$ cat src/rtl/keypad_scan_pkg.sv
// Purpose: shared types and constants for the 4x4 keypad scanner.
// Latency: n/a (declarations and pure functions only).
// Backpressure: n/a.
package keypad_scan_pkg;

    localparam int KEY_ROWS = 4;
    localparam int KEY_COLS = 4;

    // Column lines are pulled up, so "no key" reads as all ones.
    localparam logic [KEY_COLS-1:0] COL_IDLE = 4'b1111;

    // All rows driven low at once, used whenever we are not stepping rows.
    localparam logic [KEY_ROWS-1:0] ROW_ALL = 4'b0000;

    typedef enum logic [2:0] {
        ST_IDLE,
        ST_PRESS_DB,
        ST_SCAN,
        ST_HELD,
        ST_REL_DB
    } state_t;

    // Index of the lowest-numbered column that reads low.
    // Returns 0 when no column is low; callers only use it when one is.
    function automatic logic [1:0] lowest_low_col(input logic [KEY_COLS-1:0] col);
        logic [1:0] idx;
        idx = 2'd0;
        for (int c = KEY_COLS - 1; c >= 0; c--) begin
            if (!col[c]) begin
                idx = 2'(c);
            end
        end
        return idx;
    endfunction

    // Active-low one-hot drive pattern selecting a single row.
    function automatic logic [KEY_ROWS-1:0] row_drive(input logic [1:0] idx);
        return ~(4'b0001 << idx);
    endfunction

endpackage

$ cat src/rtl/keypad_scan_tick_gen.sv
// Purpose: divides i_clk down to a single-cycle scan tick every DIV_NUM cycles.
// Latency: first tick DIV_NUM-1 cycles after reset release, then every DIV_NUM cycles.
// Backpressure: none; free-running.
module tick_gen #(
    parameter int DIV_NUM = 50000
) (
    input  logic i_clk,
    input  logic i_rst,
    output logic o_tick
);

    localparam int CW = (DIV_NUM > 1) ? $clog2(DIV_NUM) : 1;
    localparam logic [CW-1:0] CNT_LAST = CW'(DIV_NUM - 1);
    localparam logic [CW-1:0] CNT_ONE  = CW'(1);

    logic [CW-1:0] cnt;

    // Tick is decoded from the terminal count so it lines up with the wrap.
    assign o_tick = (cnt == CNT_LAST);

    // Free-running 0..DIV_NUM-1 counter.
    always_ff @(posedge i_clk) begin
        if (i_rst) begin
            cnt <= '0;
        end else if (o_tick) begin
            cnt <= '0;
        end else begin
            cnt <= cnt + CNT_ONE;
        end
    end

endmodule

$ cat src/rtl/keypad_scan.sv
// Purpose: debounced 4x4 matrix keypad scanner producing row*4+col key codes.
// Latency: DEBOUNCE_TICKS + 1..4 scan ticks after columns settle low, plus 2-cycle sync.
// Backpressure: none; o_key_valid is a one-cycle pulse that must be consumed when seen.
module keypad_scan
    import keypad_scan_pkg::*;
#(
    parameter int F_CLK          = 50000000,
    parameter int F_SCAN         = 1000,
    parameter int DEBOUNCE_TICKS = 20
) (
    input  logic       i_clk,
    input  logic       i_rst,
    input  logic [3:0] i_key_col,
    output logic [3:0] o_key_row,
    output logic [3:0] o_key_code,
    output logic       o_key_valid,
    output logic       o_key_pressed
);

    localparam int DIV = F_CLK / F_SCAN;
    localparam int DBW = $clog2(DEBOUNCE_TICKS + 1);

    // db_cnt is already 1 when a debounce state is entered, so the last
    // accepted count before the exit is DEBOUNCE_TICKS-1. Comparing against
    // that (rather than db_cnt+1) keeps the counter from ever wrapping.
    localparam logic [DBW-1:0] DB_ONE  = DBW'(1);
    localparam logic [DBW-1:0] DB_LAST = DBW'(DEBOUNCE_TICKS - 1);

    logic [KEY_COLS-1:0] col_meta;
    logic [KEY_COLS-1:0] col_sync;
    logic                tick;
    state_t              state;
    logic [DBW-1:0]      db_cnt;
    logic [1:0]          row_idx;

    tick_gen #(
        .DIV_NUM (DIV)
    ) u_tick_gen (
        .i_clk  (i_clk),
        .i_rst  (i_rst),
        .o_tick (tick)
    );

    // Two-flop synchronizer for the asynchronous column inputs.
    always_ff @(posedge i_clk) begin
        if (i_rst) begin
            col_meta <= COL_IDLE;
            col_sync <= COL_IDLE;
        end else begin
            col_meta <= i_key_col;
            col_sync <= col_meta;
        end
    end

    // Debounce / scan FSM; moves only on scan ticks, valid pulse self-clears.
    always_ff @(posedge i_clk) begin
        if (i_rst) begin
            state         <= ST_IDLE;
            db_cnt        <= '0;
            row_idx       <= 2'd0;
            o_key_row     <= ROW_ALL;
            o_key_code    <= 4'd0;
            o_key_valid   <= 1'b0;
            o_key_pressed <= 1'b0;
        end else begin
            o_key_valid <= 1'b0;
            if (tick) begin
                case (state)
                    ST_IDLE: begin
                        if (col_sync != COL_IDLE) begin
                            state  <= ST_PRESS_DB;
                            db_cnt <= DB_ONE;
                        end
                    end
                    ST_PRESS_DB: begin
                        if (col_sync == COL_IDLE) begin
                            state  <= ST_IDLE;
                            db_cnt <= '0;
                        end else if (db_cnt >= DB_LAST) begin
                            state     <= ST_SCAN;
                            db_cnt    <= '0;
                            row_idx   <= 2'd0;
                            o_key_row <= row_drive(2'd0);
                        end else begin
                            db_cnt <= db_cnt + DB_ONE;
                        end
                    end
                    ST_SCAN: begin
                        if (col_sync != COL_IDLE) begin
                            // Rows are stepped from 0 upward, so the first hit
                            // is the lowest row; the column pick is lowest too.
                            state         <= ST_HELD;
                            o_key_code    <= {row_idx, lowest_low_col(col_sync)};
                            o_key_valid   <= 1'b1;
                            o_key_pressed <= 1'b1;
                            o_key_row     <= ROW_ALL;
                        end else if (row_idx == 2'd3) begin
                            // Key vanished before any row matched: a glitch.
                            state     <= ST_IDLE;
                            row_idx   <= 2'd0;
                            o_key_row <= ROW_ALL;
                        end else begin
                            row_idx   <= row_idx + 2'd1;
                            o_key_row <= row_drive(row_idx + 2'd1);
                        end
                    end
                    ST_HELD: begin
                        if (col_sync == COL_IDLE) begin
                            state  <= ST_REL_DB;
                            db_cnt <= DB_ONE;
                        end
                    end
                    ST_REL_DB: begin
                        if (col_sync != COL_IDLE) begin
                            state  <= ST_HELD;
                            db_cnt <= '0;
                        end else if (db_cnt >= DB_LAST) begin
                            state         <= ST_IDLE;
                            db_cnt        <= '0;
                            o_key_pressed <= 1'b0;
                        end else begin
                            db_cnt <= db_cnt + DB_ONE;
                        end
                    end
                    default: begin
                        state     <= ST_IDLE;
                        db_cnt    <= '0;
                        o_key_row <= ROW_ALL;
                    end
                endcase
            end
        end
    end

endmodule

$ cat config.mk
export PLATFORM = sky130hd
export DESIGN_NAME = keypad_scan
export DESIGN_NICKNAME = d
export VERILOG_FILES = /design/src/rtl/keypad_scan_pkg.sv /design/src/rtl/keypad_scan_tick_gen.sv /design/src/rtl/keypad_scan.sv
export SDC_FILE = /design/constraint.sdc
export NUM_CORES = 1
export LEC_CHECK = 0
export CORE_ASPECT_RATIO = 0.9
export CORE_MARGIN = 10
export CORE_UTILIZATION = 59
export CTS_BUF_LIST = sky130_fd_sc_hd__clkbuf_4
export CTS_CLUSTER_SIZE = 24
export DETAILED_ROUTE_END_ITERATION = 8
export PLACE_DENSITY = 0.79
export SYNTH_ARGS = -nofsm -noshare
export SYNTH_HDL_FRONTEND = slang
export SYNTH_SLANG_ARGS = --single-unit
$ cat constraint.sdc
create_clock -name i_clk -period 2.5 [get_ports i_clk]
set_input_delay 0.25 -clock i_clk [delete_from_list [all_inputs] [get_ports i_clk]]
set_output_delay 0.25 -clock i_clk [all_outputs]
set_load 0.05 [all_outputs]
==> results.toml, run 1 <==
[logic_synthesis]
netlist-cell-type-count = 46
synth_area_leaders = "dfxtp_1, nor2_1, ha_1"
syn_area_um2 = 2000
synth.top_cell.area_share = 0.441
synth.avg_cell_area_um2 = 9.08
async_flop_share = 0
synth_seq_cells = 44
synth_edf_count = 0
yosysWarnings = 0
synth_flop_cell = "dfxtp_1"
postSynthCellCount = 220
synth.most_common_cell = "dfxtp_1"
syn_nets = 232
ys_seq_area_frac = 0.441
synth_top_cells_by_count = "dfxtp_1, nor2_1, nand2_1, nand3_1, or2_2"
synth_top_cell_by_area = "dfxtp_1"

[hold_path]
hp-class = "reg2reg"
hold_depth = 1
min_to = "col_sync[3]"
min_from = "col_meta[3]"

[clocking]
cts_hold_buf = 0
clockBufferDepth = 2
postCtsResizedCells = 0
clockRootBuffer = "clkbuf_4"
clkTransAtPathRegs_ps = 120
cts.htree.levels = 2
cts-buffers-inserted = 5
cts_sinks = 44
cts_setup_buffers = 0
cts_tree = "yes"
worstSkewPairLatency_ps = 350

[cells_and_area]
drive_above_1_share = 0.104
fin_nets = 252
area_delta_synth_final_pct = 12.3
diodes = 0

[grt]
grt-ovfl-total = 0
grt_pass1_wl_mm = 7.00
antenna_found_initial = 0
grt_max_degree = 28
grt_pass1_vias = 1571
track_usage = 0.142

[sta]
skew_ps = 6.30
final-max-slew-violation-count = 0
timing.fmax_ghz = 0.438
slew_headroom = 0.663
holdWs_ps = 421
post-route-min-period_ps = 2280
finalHoldViolCount = 0
finalSetupTns_ps = 0
layout_setup_ws_ps = 219
period_share = 0.912
finalSetupViolCount = 0
rsz0062_at_grt = "no"
worstMarginPinSlew_ps = 504

[power]
p_leak_nw = 0.808
power_frac_comb = 0.042
p_per_area_nw_per_um2 = 486
internal-power_mw = 0.845
clock_power_share = 0.300
peakVddDrop_mv = 0.392
swShare = 0.225
switching_power_mw = 0.246
pwr-share-seq = 0.659

[critical_path]
crit_path_max_fanout = 5
startpoint = "db_cnt[0]"
reg2reg_slack_ps = 220
r2r_cells = 6
arrival_ps = 2560
rr_startpoint = "db_cnt[0]"
cp-end-kind = "flop"
critPathKind = "reg2reg"
startpoint_type = "flop"
cp.required_ps = 2780
r2r-end = "db_cnt[3]"

[die]
ios = 16
placementRows = 19
fp.dieW_um = 81.3
placeableCoreArea_um2 = 3160
fp.dieH_um = 75.2
start_util = 0.632
die_area_um2 = 6120

[placed_design]
hpwl_mm = 2.95
pre_cts_slack_ps = 252
finalWeightedCongestion = 0.854
io_buffers = 15

[route]
drt_iter0_markers = 217
drt_pre_antenna_iters = 4
postRouteAntennaNets = 0
wire_per_inst_um = 14.1
vias_per_cell = 5.69
dr_total_vias = 1604
drc_errors = 0
wl_mm = 3.96

[status]
outcome = "finished clean"

[flow_run]
drv_cap = 0
==> flip-flops by register name, indices dropped and copies added (netlist names) <==
register	cells
o_key_valid	1
state	3
u_tick_gen.cnt	16
o_key_row	4
o_key_pressed	1
db_cnt	5
o_key_code	4
col_sync	4
col_meta	4
row_idx	2
==> through the flow <==
step | total power, mW | cell area, um2 | std cells | utilization
after CTS | 1.10 | 2240 | 282 | 0.710
after detailed placement | 0.780 | 2190 | 275 | 0.694
after global routing | 1.14 | 2240 | 282 | 0.710
final | 1.09 | 2240 | 282 | 0.710
after floorplan | 0.768 | 2000 | 220 | -
after global placement | 0.778 | 2190 | 275 | 0.694
==> worst max-delay path by stage <==
stage,endpoint,slack [ps],cells past startpoint
6_report,db_cnt[3],220,6
5_1_grt,db_cnt[3],90,5
4_1_cts,db_cnt[3],230,6
3_5_place_dp,db_cnt[3],250,6
3_3_place_gp,db_cnt[3],340,6
2_1_floorplan,db_cnt[3],390,6
==> kinds of logic after synthesis <==
kind of cell | Yosys count | share of synthesized area
muxes | 7 | 0.0351
DFF | 44 | 0.441
xor gates and xnor gates | 15 | 0.0658
AOI/OAI and AO/OA | 30 | 0.109
and+or+nand+nor | 103 | 0.269
buffers and inverters | 14 | 0.0376
adders and majority gates | 7 | 0.0426
==> cell usage in the layout (no fill, tap or decap), types with 4 or more instances in the layout <==
cell type         n
buf_4             6
nand3_1          13
o31ai_1           4
clkbuf_4          6
o21ai_0           4
a21oi_1           5
clkdlybuf4s50_1  15
nand4_1           6
xnor2_1           7
nand2_1          13
nor2_1           33
xor2_1            8
mux2i_1           7
ha_1              6
nor3_1            5
or2_2             9
nor4_1            4
inv_1             6
dfxtp_1          44
==> layer usage <==
layer,track usage,wire (um)
met5,0,0
met4,0.0365,7
met3,0.0488,260
met2,0.221,1830
met1,0.185,1860
==> power groups by stage <==
stage	Clock (mW)	Combinational (mW)	Sequential, mW
final	0.327	0.0455	0.719
after global routing	0.368	0.0521	0.721
after CTS	0.340	0.0459	0.719
after detailed placement	0	0.0458	0.734
after global placement	0	0.0440	0.734
after floorplan	0	0.0358	0.732
==> layout make-up <==
class | instances | area (um2)
flip-flops and latches | 44 | 881
fillers | 251 | 918
well taps | 42 | 52.6
multi-input cells | 162 | 1040
clock buffers | 6 | 45.0
inverters | 6 | 22.5
repair buffers | 21 | 195
clock inverters | 1 | 5.00
==> worst max-delay path, cell delays in order (launching register included) <==
cell	delay, ps
dfxtp_1	370
ha_1	250
a2111o_1	330
and2_4	180
or3_4	370
or4_1	510
a31oi_1	190
Power figures use the tool's default switching activity.
==> run 2: changes to the inputs <==
--- a/config.mk
+++ b/config.mk
@@ -5,13 +5,16 @@
 export SDC_FILE = /design/constraint.sdc
 export NUM_CORES = 1
 export LEC_CHECK = 0
+export CELL_PAD_IN_SITES_DETAIL_PLACEMENT = 2
+export CELL_PAD_IN_SITES_GLOBAL_PLACEMENT = 2
 export CORE_ASPECT_RATIO = 0.9
 export CORE_MARGIN = 10
-export CORE_UTILIZATION = 59
+export CORE_UTILIZATION = 37
 export CTS_BUF_LIST = sky130_fd_sc_hd__clkbuf_4
 export CTS_CLUSTER_SIZE = 24
 export DETAILED_ROUTE_END_ITERATION = 8
 export PLACE_DENSITY = 0.79
+export REMOVE_ABC_BUFFERS = 1
 export SYNTH_ARGS = -nofsm -noshare
 export SYNTH_HDL_FRONTEND = slang
 export SYNTH_SLANG_ARGS = --single-unit
==> run 2 against run 1 <==
  * Clock power up 41%
  * Largest power group unchanged
  * Routed wire length grew 29%
  * Worst setup slack gained 23 ps
  * Register-to-register slack better by 20 ps
  * Critical endpoint unchanged
  * Critical path type unchanged
  * Total power is 13% higher
==> results.toml, run 2 (same netlist as run 1, synthesis figures left out) <==
[cells_and_area]
area_delta_synth_final_pct = 16.3
final_cell_area_um2 = 2320
multi_input_area_um2 = 1040
nFillCells = 581
finish.utilization = 0.442
register_area_um2 = 881
post_layout_nonfiller_instances = 310
top_register = "u_tick_gen.cnt"
largest_register_ffs = 16
final_common_cell = "dfxtp_1"
fin_nets = 254
top_regs = "u_tick_gen.cnt x16, db_cnt x5"
drive_above_1_share = 0.115
diodes = 0
final_cell_mix = "dfxtp_1, nor2_1, clkdlybuf4s50_1"

[sta]
layout_setup_ws_ps = 242
finalHoldViolCount = 0
finalSetupViolCount = 0
finalSetupTns_ps = 0
timing.fmax_ghz = 0.443
period_share = 0.903
skew_ps = 9.08
final-max-slew-violation-count = 0
slew_headroom = 0.647
rsz0062_at_grt = "no"
worstMarginPinSlew_ps = 528
post-route-min-period_ps = 2260

[critical_path]
cp_cell_sequence = "nor2b_1, mux2i_1, or3_4, or4_1, a31oi_1"
r2r_cells = 5
rr_startpoint = "state[0]"
crit_buf_inv = 0
critPathKind = "reg2reg"
cp.required_ps = 2790
crit_slowest_cell = "dfxtp_1"
slowest_delay_ps = 530
reg2reg_slack_ps = 240
crit_path_max_fanout = 9
startpoint_type = "flop"
cp-end-kind = "flop"
crit_cells = 5
r2r-end = "db_cnt[3]"
arrival_ps = 2550
crit_family = "simple AND/OR/NAND/NOR gates"

[placed_design]
dp.cells = 302
pre_cts_slack_ps = 274
hpwl_mm = 3.71
dpl_cell_area_um2 = 2240
finalWeightedCongestion = 0.745
io_buffers = 15

[power]
p_leak_nw = 0.832
p_per_area_nw_per_um2 = 530
internal-power_mw = 0.949
clock_power_share = 0.374
switching_power_mw = 0.283
peakVddDrop_mv = 0.277
pwr-share-seq = 0.583
swShare = 0.230
power_frac_comb = 0.043

[die]
placementRows = 25
fp.dieH_um = 89.7
ios = 16
start_util = 0.380
die_area_um2 = 8740
placeableCoreArea_um2 = 5260
fp.dieW_um = 97.5

[clocking]
clockBufferDepth = 2
clockRootBuffer = "clkbuf_4"
cts.htree.levels = 2
cts_hold_buf = 0
clkTransAtPathRegs_ps = 140
postCtsResizedCells = 0
worstSkewPairLatency_ps = 360
cts_setup_buffers = 0
cts_tree = "yes"
cts_sinks = 44
cts-buffers-inserted = 5

[grt]
antenna_found_initial = 0
grt_max_degree = 28
grt_pass1_vias = 1824
grt_pass1_wl_mm = 9.10
track_usage = 0.120
grt-ovfl-total = 0

[route]
wire_per_inst_um = 16.5
drt_pre_antenna_iters = 4
postRouteAntennaNets = 0
drc_errors = 0
vias_per_cell = 5.34
dr_total_vias = 1656
drt_iter0_markers = 66
wl_mm = 5.11

[hold_path]
hp-class = "reg2reg"
hold_depth = 1
min_from = "col_meta[3]"
min_to = "col_sync[3]"

[flow_run]
drv_cap = 0

[status]
outcome = "finished clean"
-- run 2: cell types whose count changed in the layout (fill, tap and decap cells not counted), sizes merged --
cell    delta
buf        +2
bufinv     +1
clkbuf     -1
clkinv     +1
-- run 2: worst max-delay path by stage --
stage                                  from           end
after detailed placement          db_cnt[0]     db_cnt[3]
final                              state[0]     db_cnt[3]
after CTS                          state[0]     db_cnt[3]
after global routing               state[0]     db_cnt[3]
after global placement            db_cnt[0]     db_cnt[3]
after floorplan           u_tick_gen.cnt[0]  o_key_row[2]
-- run 2: area by class of cell --
| class | count | share of cell area |
|---|---|---|
| multi-input combinational | 162 | 0.448 |
| sequential | 44 | 0.379 |
| timing repair buffer | 23 | 0.0904 |
| tap | 67 | 0.0361 |
| clock inverter | 3 | 0.0205 |
| clock buffer | 5 | 0.0161 |
| inverter | 6 | 0.00969 |
-- run 2: stage by stage --
step	hold WS (ps)	power [mW]
after CTS	427	1.26
after floorplan	319	0.757
final	425	1.23
after global routing	417	1.30
after global placement	390	0.785
after detailed placement	397	0.787
-- run 2: power by group through the flow --
stage          registers (mW)  clock network (mW)  logic, mW
5_1_grt                 0.721               0.520     0.0597
3_5_place_dp            0.734                   0     0.0528
3_3_place_gp            0.734                   0     0.0514
2_1_floorplan           0.732                   0     0.0246
6_report                0.719               0.461     0.0525
4_1_cts                 0.719               0.486     0.0538
-- run 2: worst register-to-register path, delay by kind of cell, from the launching register on --
family          cells  cell delay [ps]
compound gates      1              160
flops               1              530
mux                 1              180
simple gates        3             1330
-- run 2: layer usage --
| metal | vias to the layer above | wire (um) | part of all wire | global-route usage |
|---|---|---|---|---|
| li1 | 826 | - | - | - |
| met1 | 809 | 2480 | 0.49 | 0.145 |
| met2 | 16 | 2410 | 0.47 | 0.202 |
| met3 | 5 | 175 | 0.034 | 0.0329 |
| met4 | 0 | 44 | 0.0086 | 0.0327 |
| met5 | - | 0 | 0 | 0 |
